## config.mk

```make
export PLATFORM = sky130hd
export DESIGN_NAME = capture_ctrl
export DESIGN_NICKNAME = d
export VERILOG_FILES = /design/src/rtl/capture_pkg.sv /design/src/rtl/capture_fifo.sv /design/src/rtl/capture_ctrl.sv
export SDC_FILE = /design/constraint.sdc
export NUM_CORES = 1
export LEC_CHECK = 0
export ABC_AREA = 1
export CORE_UTILIZATION = 59
export CTS_BUF_LIST = sky130_fd_sc_hd__clkbuf_8 sky130_fd_sc_hd__clkbuf_16
export DETAILED_ROUTE_END_ITERATION = 6
export GPL_ROUTABILITY_DRIVEN = 0
export PLACE_DENSITY = 0.79
export SLEW_MARGIN = 20
export SYNTH_ARGS = -nofsm -noshare
export SYNTH_HDL_FRONTEND = slang
export SYNTH_SLANG_ARGS = --single-unit
```

## constraint.sdc

```tcl
create_clock -name PIXCLK -period 4.21 [get_ports PIXCLK]
set_input_delay 1.263 -clock PIXCLK [delete_from_list [all_inputs] [get_ports PIXCLK]]
set_output_delay 1.263 -clock PIXCLK [all_outputs]
set_load 0.05 [all_outputs]
```

## src/rtl/capture_pkg.sv

```systemverilog
`default_nettype none
// ============================================================================
// Module   : capture_pkg
// Brief    : Shared types and helpers for the frame-capture controller.
// Revision : 1.0
// ============================================================================
package capture_pkg;

    typedef enum logic [2:0] {
        S_IDLE    = 3'd0,
        S_ARMED   = 3'd1,
        S_CAPTURE = 3'd2,
        S_DRAIN   = 3'd3,
        S_FLUSH   = 3'd4
    } cap_state_e;

    localparam int ADDR_CALC_W = 32;

    // A FIFO entry is {address, pixel}.
    function automatic int entry_width(input int addr_w, input int data_w);
        return addr_w + data_w;
    endfunction

    function automatic logic [ADDR_CALC_W-1:0] linear_addr(
        input logic [ADDR_CALC_W-1:0] line,
        input logic [ADDR_CALC_W-1:0] col,
        input logic [ADDR_CALC_W-1:0] width
    );
        return line * width + col;
    endfunction

endpackage
`default_nettype wire

```

## src/rtl/capture_fifo.sv

```systemverilog
`default_nettype none
// ============================================================================
// Module   : capture_fifo
// Brief    : Synchronous pixel FIFO with count-based flags and flush.
// Revision : 1.0
// ============================================================================
module capture_fifo #(
    parameter int ENTRY_W = 29,
    parameter int DEPTH   = 8,
    parameter int CAP     = 7
) (
    input  logic               clk,
    input  logic               rst_n,
    input  logic               flush_i,
    input  logic               push_i,
    input  logic               pop_i,
    input  logic [ENTRY_W-1:0] wdata_i,
    output logic [ENTRY_W-1:0] rdata_o,
    output logic               empty_o,
    output logic               full_o
);

    localparam int PTR_W = $clog2(DEPTH);
    localparam int CNT_W = $clog2(DEPTH + 1);

    logic [ENTRY_W-1:0] mem_q [DEPTH];
    logic [PTR_W-1:0]   wr_ptr_q;
    logic [PTR_W-1:0]   rd_ptr_q;
    logic [CNT_W-1:0]   count_q;

    always_ff @(posedge clk) begin
        if (push_i && !flush_i) begin
            mem_q[wr_ptr_q] <= wdata_i;
        end
    end

    always_ff @(posedge clk or negedge rst_n) begin
        if (!rst_n) begin
            wr_ptr_q <= '0;
            rd_ptr_q <= '0;
            count_q  <= '0;
        end else if (flush_i) begin
            wr_ptr_q <= '0;
            rd_ptr_q <= '0;
            count_q  <= '0;
        end else begin
            if (push_i) begin
                wr_ptr_q <= wr_ptr_q + 1'b1;
            end
            if (pop_i) begin
                rd_ptr_q <= rd_ptr_q + 1'b1;
            end
            case ({push_i, pop_i})
                2'b10:   count_q <= count_q + 1'b1;
                2'b01:   count_q <= count_q - 1'b1;
                default: count_q <= count_q;
            endcase
        end
    end

    assign rdata_o = mem_q[rd_ptr_q];
    assign empty_o = (count_q == '0);
    assign full_o  = (count_q == CNT_W'(CAP));

endmodule
`default_nettype wire

```

## src/rtl/capture_ctrl.sv

```systemverilog
`default_nettype none
// ============================================================================
// Module   : capture_ctrl
// Brief    : Arms on command, buffers one frame of pixels, writes it to memory.
// Revision : 1.0
// ============================================================================
module capture_ctrl
    import capture_pkg::*;
#(
    parameter int DATA_W     = 10,
    parameter int WIDTH      = 752,
    parameter int HEIGHT     = 480,
    parameter int LINE_W     = 9,
    parameter int COL_W      = 10,
    parameter int ADDR_W     = 19,
    parameter int FIFO_DEPTH = 8
) (
    input  logic              PIXCLK,
    input  logic              RST_N,
    input  logic              START,
    input  logic              CONTINUOUS,
    input  logic              ABORT,
    input  logic              PIXEL_VALID,
    input  logic [DATA_W-1:0] DATA_IN,
    input  logic [LINE_W-1:0] CURRENT_LINE,
    input  logic [COL_W-1:0]  CURRENT_COLUMN,
    output logic              MEM_REQ,
    output logic [ADDR_W-1:0] MEM_ADDR,
    output logic [DATA_W-1:0] MEM_DATA,
    input  logic              MEM_ACK,
    output logic              BUSY,
    output logic              DONE,
    output logic              OVERFLOW,
    output logic [15:0]       FRAME_COUNT
);

    localparam int ENTRY_W = entry_width(ADDR_W, DATA_W);

    cap_state_e        state_q, state_d;
    logic              req_q, req_d;
    logic [ADDR_W-1:0] addr_q, addr_d;
    logic [DATA_W-1:0] data_q, data_d;
    logic              done_q, done_d;
    logic              ovf_q, ovf_d;
    logic [15:0]       fcnt_q, fcnt_d;

    logic               fifo_empty;
    logic               fifo_full;
    logic [ENTRY_W-1:0] fifo_rdata;
    logic [ENTRY_W-1:0] fifo_wdata;

    logic              w_origin;
    logic              w_last;
    logic              w_abort;
    logic              w_flush;
    logic              w_push_req;
    logic              w_push_ok;
    logic              w_push;
    logic              w_pop;
    logic [ADDR_W-1:0] w_pix_addr;

    assign w_pix_addr = ADDR_W'(linear_addr(32'(CURRENT_LINE), 32'(CURRENT_COLUMN), 32'(WIDTH)));
    assign fifo_wdata = {w_pix_addr, DATA_IN};

    assign w_origin = PIXEL_VALID && (CURRENT_LINE == '0) && (CURRENT_COLUMN == '0);
    assign w_last   = (CURRENT_LINE == LINE_W'(HEIGHT - 1)) && (CURRENT_COLUMN == COL_W'(WIDTH - 1));
    assign w_abort  = ABORT && ((state_q == S_ARMED) || (state_q == S_CAPTURE) || (state_q == S_DRAIN));
    assign w_flush  = w_abort || (state_q == S_FLUSH);

    assign w_push_req = !w_abort && (((state_q == S_ARMED) && w_origin) ||
                                     ((state_q == S_CAPTURE) && PIXEL_VALID));

    // The presented entry still occupies a slot until acked, so the FIFO proper
    // holds FIFO_DEPTH-1 entries and a completing ack frees room for a push.
    assign w_pop     = !w_flush && !fifo_empty && (!req_q || MEM_ACK);
    assign w_push_ok = !fifo_full || w_pop;
    assign w_push    = w_push_req && w_push_ok;

    capture_fifo #(
        .ENTRY_W (ENTRY_W),
        .DEPTH   (FIFO_DEPTH),
        .CAP     (FIFO_DEPTH - 1)
    ) u_fifo (
        .clk     (PIXCLK),
        .rst_n   (RST_N),
        .flush_i (w_flush),
        .push_i  (w_push),
        .pop_i   (w_pop),
        .wdata_i (fifo_wdata),
        .rdata_o (fifo_rdata),
        .empty_o (fifo_empty),
        .full_o  (fifo_full)
    );

    always_comb begin
        state_d = state_q;
        done_d  = 1'b0;
        ovf_d   = ovf_q;
        fcnt_d  = fcnt_q;
        case (state_q)
            S_IDLE: begin
                if (START && !ABORT) begin
                    state_d = S_ARMED;
                    ovf_d   = 1'b0;
                end
            end
            S_ARMED: begin
                if (ABORT) begin
                    state_d = S_FLUSH;
                end else if (w_origin) begin
                    state_d = S_CAPTURE;
                end
            end
            S_CAPTURE: begin
                if (ABORT) begin
                    state_d = S_FLUSH;
                end else if (PIXEL_VALID && w_last) begin
                    state_d = S_DRAIN;
                end
            end
            S_DRAIN: begin
                if (ABORT) begin
                    state_d = S_FLUSH;
                end else if (fifo_empty && !req_q) begin
                    done_d  = 1'b1;
                    fcnt_d  = fcnt_q + 16'd1;
                    state_d = CONTINUOUS ? S_ARMED : S_IDLE;
                end
            end
            S_FLUSH: begin
                if (!req_q || MEM_ACK) begin
                    state_d = S_IDLE;
                end
            end
            default: state_d = S_IDLE;
        endcase
        if (w_push_req && !w_push_ok) begin
            ovf_d = 1'b1;
        end
    end

    always_comb begin
        req_d  = req_q;
        addr_d = addr_q;
        data_d = data_q;
        if (w_pop) begin
            req_d  = 1'b1;
            addr_d = fifo_rdata[ENTRY_W-1:DATA_W];
            data_d = fifo_rdata[DATA_W-1:0];
        end else if (req_q && MEM_ACK) begin
            req_d  = 1'b0;
        end
    end

    always_ff @(posedge PIXCLK or negedge RST_N) begin
        if (!RST_N) begin
            state_q <= S_IDLE;
            req_q   <= 1'b0;
            addr_q  <= '0;
            data_q  <= '0;
            done_q  <= 1'b0;
            ovf_q   <= 1'b0;
            fcnt_q  <= '0;
        end else begin
            state_q <= state_d;
            req_q   <= req_d;
            addr_q  <= addr_d;
            data_q  <= data_d;
            done_q  <= done_d;
            ovf_q   <= ovf_d;
            fcnt_q  <= fcnt_d;
        end
    end

    assign MEM_REQ     = req_q;
    assign MEM_ADDR    = addr_q;
    assign MEM_DATA    = data_q;
    assign DONE        = done_q;
    assign OVERFLOW    = ovf_q;
    assign FRAME_COUNT = fcnt_q;
    // Held through the DONE cycle so BUSY falls one edge after the pulse.
    assign BUSY        = (state_q != S_IDLE) || done_q;

endmodule
`default_nettype wire

```

==> qor.txt, run 1 <==
layout cell share with drive strength beyond 1: 0.179
largest net degree at the start of global routing: 62
Setup Total Neg Slack: -6.67 ns
Core Rows: 55
fin crit share: 1.05
Final #Nets: 1399
endpoint type of the worst setup path: flip-flop
post-synthesis sequential area ratio: 0.625
worst-path maximum fanout: 8
Seq cells post-synth: 293
Hold Crit Class: reg -> reg
vias in the first global route: 9421
CTS tree: done
Slew Limit Fails: 0
multi-input logic area: 0.00496 mm2
clock insertion delay at the later pin of the skew report: 0.54 ns
Worst EP required: 4.48 ns
die height: 154 um
PwrDens: 707 mW/mm2
CTS clock-pin slew for the worst setup and hold paths: 0.06 ns
final setup vio count: 56
via-per-instance ratio: 5.78
Syn Nets: 1240
Yosys warning count: 0
Cell variety after synth: 38
area grow syn2layout: 22.8%
Synth top area share: 0.512
clk sink count: 293
maximum root-to-sink buffer count: 3
clk_skew: 0.0188 ns
RSZ-0062 raised after global routing: true
transition time of the tightest slew-check pin: 0.875 ns
Clock Root Buffer: clkbuf_16
most used flip-flop cell after synthesis: edfxtp_1
max cap viols: 0
Register Area: 0.00850 mm2
CTS hold repair buffers: 0
GRT Resource Usage Total: 0.263
main area contributors after synthesis: edfxtp_1, dfrtp_1, nand2_1
Yosys top cell by area: edfxtp_1
first-pass GRT wire length: 48500 um
Non-Filler Instances: 1600
Min-Delay Path Depth: 1
Startpoint Class: input pin
final setup margin: -0.200 ns
DRC violations left: 0
Port Buffer Count: 84
most frequent cells in the layout: edfxtp_1, nand2_1, inv_1
Die Wd: 154 um
hpwl dp: 18500 um
min cycle time layout: 4.41 ns
H-tree depth: 1
commonest non-fill, non-tap cell in the layout: edfxtp_1
status: finished with violations
total core area: 0.0226 mm2
Fmax: 227 MHz
Initial Utilization: 0.601
Fin. Hold Viols: 0
CTS Buf Count: 28
IO Count: 85
Leak Pwr: 6.72 nW
ys async rst share: 0.208
fillers: 1393
initial antenna violation count: 0
Arr. time, crit path: 4.68 ns
WL final: 30600 um
slew margin rel.: 0.416
starting DRC count in detailed routing: 659
Reg2Reg Depth: 16
placed cell count: 1539
Mapped Area: 0.0136 mm2
failing checks: negative setup slack
WL per Instance: 19.1 um
DIE AREA: 0.0237 mm2
grt total ovfl: 0
Worst IR Drop VDD: 0.383 mV
critical path class: in -> reg
Post-synth EDFFs: 232
ANT cells: 0
Avg Inst Size Synth: 12.0 um2
Final ANT Viol Nets: 0
via count: 9252
Pre-Repair DR Iteration Count: 5
Mapped Cells: 1134
through the flow:
| step | hold slack, ns | setup WS [ns] | utilization | total power, W | area [um2] |
|---|---|---|---|---|---|
| after floorplan | 0.476 | -0.524 | - | 0.00720 | 13700 |
| after global placement | 0.457 | -1.26 | 0.679 | 0.00862 | 15400 |
| after detailed placement | 0.456 | -1.40 | 0.679 | 0.00881 | 15400 |
| after CTS | 0.467 | -0.172 | 0.732 | 0.0116 | 16600 |
| after global routing | 0.505 | -0.369 | 0.737 | 0.0124 | 16700 |
| final | 0.465 | -0.200 | 0.737 | 0.0118 | 16700 |
cells in the mapped netlist, types with 2 or more instances:
cell type,number
edfxtp_1,232
nand2_1,190
inv_1,100
nor2_1,95
o21ai_0,67
dfrtp_1,61
nand3_1,60
mux2i_1,58
o221ai_1,58
ha_1,48
clkbuf_1,31
fa_1,22
xor2_1,18
nand4_1,16
a21oi_1,12
buf_2,10
xnor2_1,10
nor2_2,6
nand2_2,5
a31oi_1,4
nor3_1,4
nor4_1,4
nand3b_1,3
a21boi_0,2
inv_2,2
nand3_2,2
nor3b_1,2
o21bai_1,2
power by group:
group / total (W) / internal [W] / switching, W
sequential: 0.00407 / 0.00378 / 0.000298
combinational: 0.00535 / 0.00200 / 0.00335
clock: 0.00237 / 0.00138 / 0.000999
path summary, 6_finish.rpt:
| check | startpoint | end | slack (ns) |
|---|---|---|---|
| worst min register to register | FRAME_COUNT[15]$_DFFE_PN0P_ | FRAME_COUNT[15]$_DFFE_PN0P_ | 0.47 |
| worst max-delay path | CURRENT_LINE[2] | u_fifo.mem_q[1][28]$_DFFE_PP_ | -0.20 |
| min in group asynchronous | RST_N | MEM_DATA[2]$_DFFE_PN0P_ | 0.93 |
| worst min-delay path | FRAME_COUNT[15]$_DFFE_PN0P_ | FRAME_COUNT[15]$_DFFE_PN0P_ | 0.47 |
| max in group asynchronous | RST_N | u_fifo.rd_ptr_q[0]$_DFFE_PN0P_ | 2.63 |
| worst max register to register | state_q[0]$_DFFE_PN0P_ | u_fifo.count_q[3]$_DFFE_PN0P_ | 1.84 |
critical path: stages:
cell and delay, ns:
buf_8 0.08, clkinvlp_4 0.10, fa_1 0.52, inv_2 0.05, ha_4 0.21, fa_1 0.52, inv_2 0.05, fa_2 0.39
xnor2_2 0.15, ha_1 0.33, nand2_2 0.07, nor2_2 0.11, nand2_1 0.07, nand3_2 0.10, nand2_2 0.07, nor2_4 0.14
nand3_4 0.12, nor2_4 0.14, nand2_2 0.06, nand2_2 0.08, nand2_4 0.07
layout make-up:
cell class / instances / share of cell area
inverters: 104 / 0.0238
multi-input cells: 694 / 0.297
clock buffers: 30 / 0.0443
repair buffers: 172 / 0.0957
clock inverters: 22 / 0.00854
flip-flops and latches: 293 / 0.509
well taps: 285 / 0.0214
cells by family after synthesis:
kind of cell             share of synthesized area
AO/OA/AOI/OAI                               0.0714
XOR/XNOR                                    0.0180
adder cells (fa/ha/maj)                     0.0766
buffers and inverters                       0.0420
flip-flops                                   0.625
multiplexers                                0.0427
AND/OR/NAND/NOR                              0.125
timing repair:
| item | 4_1_cts | 5_1_grt |
|---|---|---|
| endpoints found under the hold margin | 0 | 0 |
| pin swaps | 37 | 34 |
| buffers inserted | 7 | 4 |
| setup endpoints to repair | 88 | 88 |
| resized for setup | 71 | 41 |
sequential cells by signal, indices dropped and copies added (netlist names):
signal and flops:
DONE 1, FRAME_COUNT 16, MEM_ADDR 19, MEM_DATA 10, MEM_REQ 1, OVERFLOW 1, state_q 3, u_fifo.count_q 4
u_fifo.mem_q 232, u_fifo.rd_ptr_q 3, u_fifo.wr_ptr_q 3
layer usage:
metal / part of all wire / GRT usage
met5: 0 / 0
met4: 0.026 / 0.0905
met3: 0.048 / 0.0279
met2: 0.52 / 0.459
met1: 0.41 / 0.344
(Power assumes the default switching activity.)
==> run 2: changes to the inputs <==
Settings changed: REMOVE_ABC_BUFFERS set to 1.
==> run 2 against run 1 <==
- the run still ends with negative setup slack left
- via count up 2.2%
- register-to-register slack worse by 0.35 ns
- setup slack got worse by 0.068 ns
- clock-buffer cell count is the same
- global-route usage about the same
- critical endpoint is now u_fifo.mem_q[2][23]$_DFFE_PP_
- sequential cell count unchanged
- total power rose by 3.3%
- final area is 1.0% higher
- die area stayed put
- cell count is 0.13% lower
==> qor.txt, run 2 (synthesis gave the netlist of run 1 again) <==
status: finished with violations
failing checks: negative setup slack
Initial Utilization: 0.601
most frequent cells in the layout: edfxtp_1, nand2_1, inv_1
Non-Filler Instances: 1598
CP delay by family, top: adder cells
Design Power: 0.0122 W
clock share of power: 0.208
Slew Limit Fails: 0
maximum root-to-sink buffer count: 3
worst-path maximum fanout: 8
final setup vio count: 72
CTS Buf Count: 29
max FFs per register: 232
Clock Root Buffer: clkbuf_16
Port Buffer Count: 84
clk sink count: 293
switching power share of the total: 0.400
Worst EP required: 4.50 ns
CTS tree: done
Internal Power: 0.00731 W
Max stage delay on crit path: 0.56 ns
Fmax: 223 MHz
Leak Pwr: 6.76 nW
transition time of the tightest slew-check pin: 0.832 ns
starting DRC count in detailed routing: 865
largest net degree at the start of global routing: 78
final setup margin: -0.268 ns
DRC violations left: 0
die height: 154 um
via count: 9451
fillers: 1341
share of power burned in registers: 0.337
Arr. time, crit path: 4.77 ns
Core Rows: 55
Comb power frac: 0.455
Final ANT Viol Nets: 0
max cap viols: 0
net load switching power: 0.00487 W
DIE AREA: 0.0237 mm2
Die Wd: 154 um
hpwl dp: 18300 um
CP max-delay cell: fa_2
layout cell share with drive strength beyond 1: 0.184
Startpoint Class: input pin
commonest non-fill, non-tap cell in the layout: edfxtp_1
WL per Instance: 20.0 um
CTS clock-pin slew for the worst setup and hold paths: 0.06 ns
clk_skew: 0.0114 ns
RSZ-0062 raised after global routing: true
first-pass GRT wire length: 48400 um
initial antenna violation count: 0
Buf/Inv on CP: 8
Hold Crit Class: reg -> reg
Setup Total Neg Slack: -10.27 ns
multi-input logic area: 0.00506 mm2
Fin. Hold Viols: 0
vias in the first global route: 9466
endpoint type of the worst setup path: flip-flop
IO Count: 85
PwrDens: 722 mW/mm2
Most flops, register: u_fifo.mem_q
Pre-Repair DR Iteration Count: 5
clock insertion delay at the later pin of the skew report: 0.55 ns
total core area: 0.0226 mm2
H-tree depth: 1
critical path class: in -> reg
via-per-instance ratio: 5.91
GRT Resource Usage Total: 0.262
Final #Nets: 1396
placed cell count: 1531
Register Area: 0.00850 mm2
crit path cell chain: buf_8 > inv_4 > buf_6 > fa_1 > inv_2 > ha_4 > fa_1 > inv_2 > fa_2 > inv_2 > ha_4 > nand2_2 > nor2_2 > nand2_1 > nand3_2 > nand3_2 > nand2_4 > nand2_4 > nor2_4 > buf_6 > buf_6 > nor2_4
slew margin rel.: 0.445
fin crit share: 1.06
Worst IR Drop VDD: 0.415 mV
hold_ws: 0.478 ns
grt total ovfl: 0
min cycle time layout: 4.48 ns
ANT cells: 0
WL final: 32000 um
area grow syn2layout: 24.0%
[run 2: per-layer routing]
layer | vias to the layer above | track usage | routed length, um
li1 | 4335 | - | -
met1 | 4641 | 0.347 | 12800
met2 | 402 | 0.450 | 16100
met3 | 73 | 0.0321 | 2110
met4 | 0 | 0.0933 | 916
met5 | - | 0 | 0
[run 2: final cells by class]
cell class                      count  share of cell area
Inverter                          104              0.0236
Tap cell                          285              0.0211
Multi-Input combinational cell    694               0.300
Clock buffer                       30              0.0438
Clock inverter                     24              0.0122
Sequential cell                   293               0.504
Timing Repair Buffer              168              0.0956
[run 2: power groups by stage]
stage	sequential, W	clock (W)	combinational, W
2_1_floorplan	0.00471	0	0.00239
3_3_place_gp	0.00415	0	0.00439
3_5_place_dp	0.00416	0	0.00456
4_1_cts	0.00410	0.00254	0.00508
5_1_grt	0.00414	0.00267	0.00595
6_report	0.00411	0.00254	0.00554
[run 2: tightest hold or removal path, cell delays in order, from the launching register on]
cell and delay [ns]:
dfrtp_1 0.34, nand2_1 0.05, nand2_1 0.05
[run 2: worst paths after layout]
kind                            cells after the start  slack, ns                            from                              to
min in group asynchronous                           1       0.80                           RST_N         MEM_DATA[0]$_DFFE_PN0P_
worst max-delay path                               22      -0.27                 CURRENT_LINE[3]   u_fifo.mem_q[2][23]$_DFFE_PP_
max in group asynchronous                           2       2.75                           RST_N  u_fifo.wr_ptr_q[2]$_DFFE_PN0P_
worst min register to register                      2       0.48         MEM_DATA[5]$_DFFE_PN0P_         MEM_DATA[5]$_DFFE_PN0P_
worst max register to register                      5       1.49  u_fifo.rd_ptr_q[0]$_DFFE_PN0P_        MEM_ADDR[12]$_DFFE_PN0P_
worst min-delay path                                2       0.48         MEM_DATA[5]$_DFFE_PN0P_         MEM_DATA[5]$_DFFE_PN0P_
[run 2: repair_timing]
item / CTS / global route
buffers inserted: 6 / 8
pin swaps: 38 / 30
hold buffers: 0 / 0
gates resized for setup: 107 / 44
endpoints found under the setup margin: 88 / 80
[run 2: metrics by stage]
step	setup slack [ns]	instance area (um2)	utilization
4_1_cts	-0.138	16600	0.734
2_1_floorplan	-1.40	13400	-
6_report	-0.268	16900	0.745
3_3_place_gp	-1.36	15300	0.675
5_1_grt	-0.388	16900	0.745
3_5_place_dp	-1.50	15300	0.675
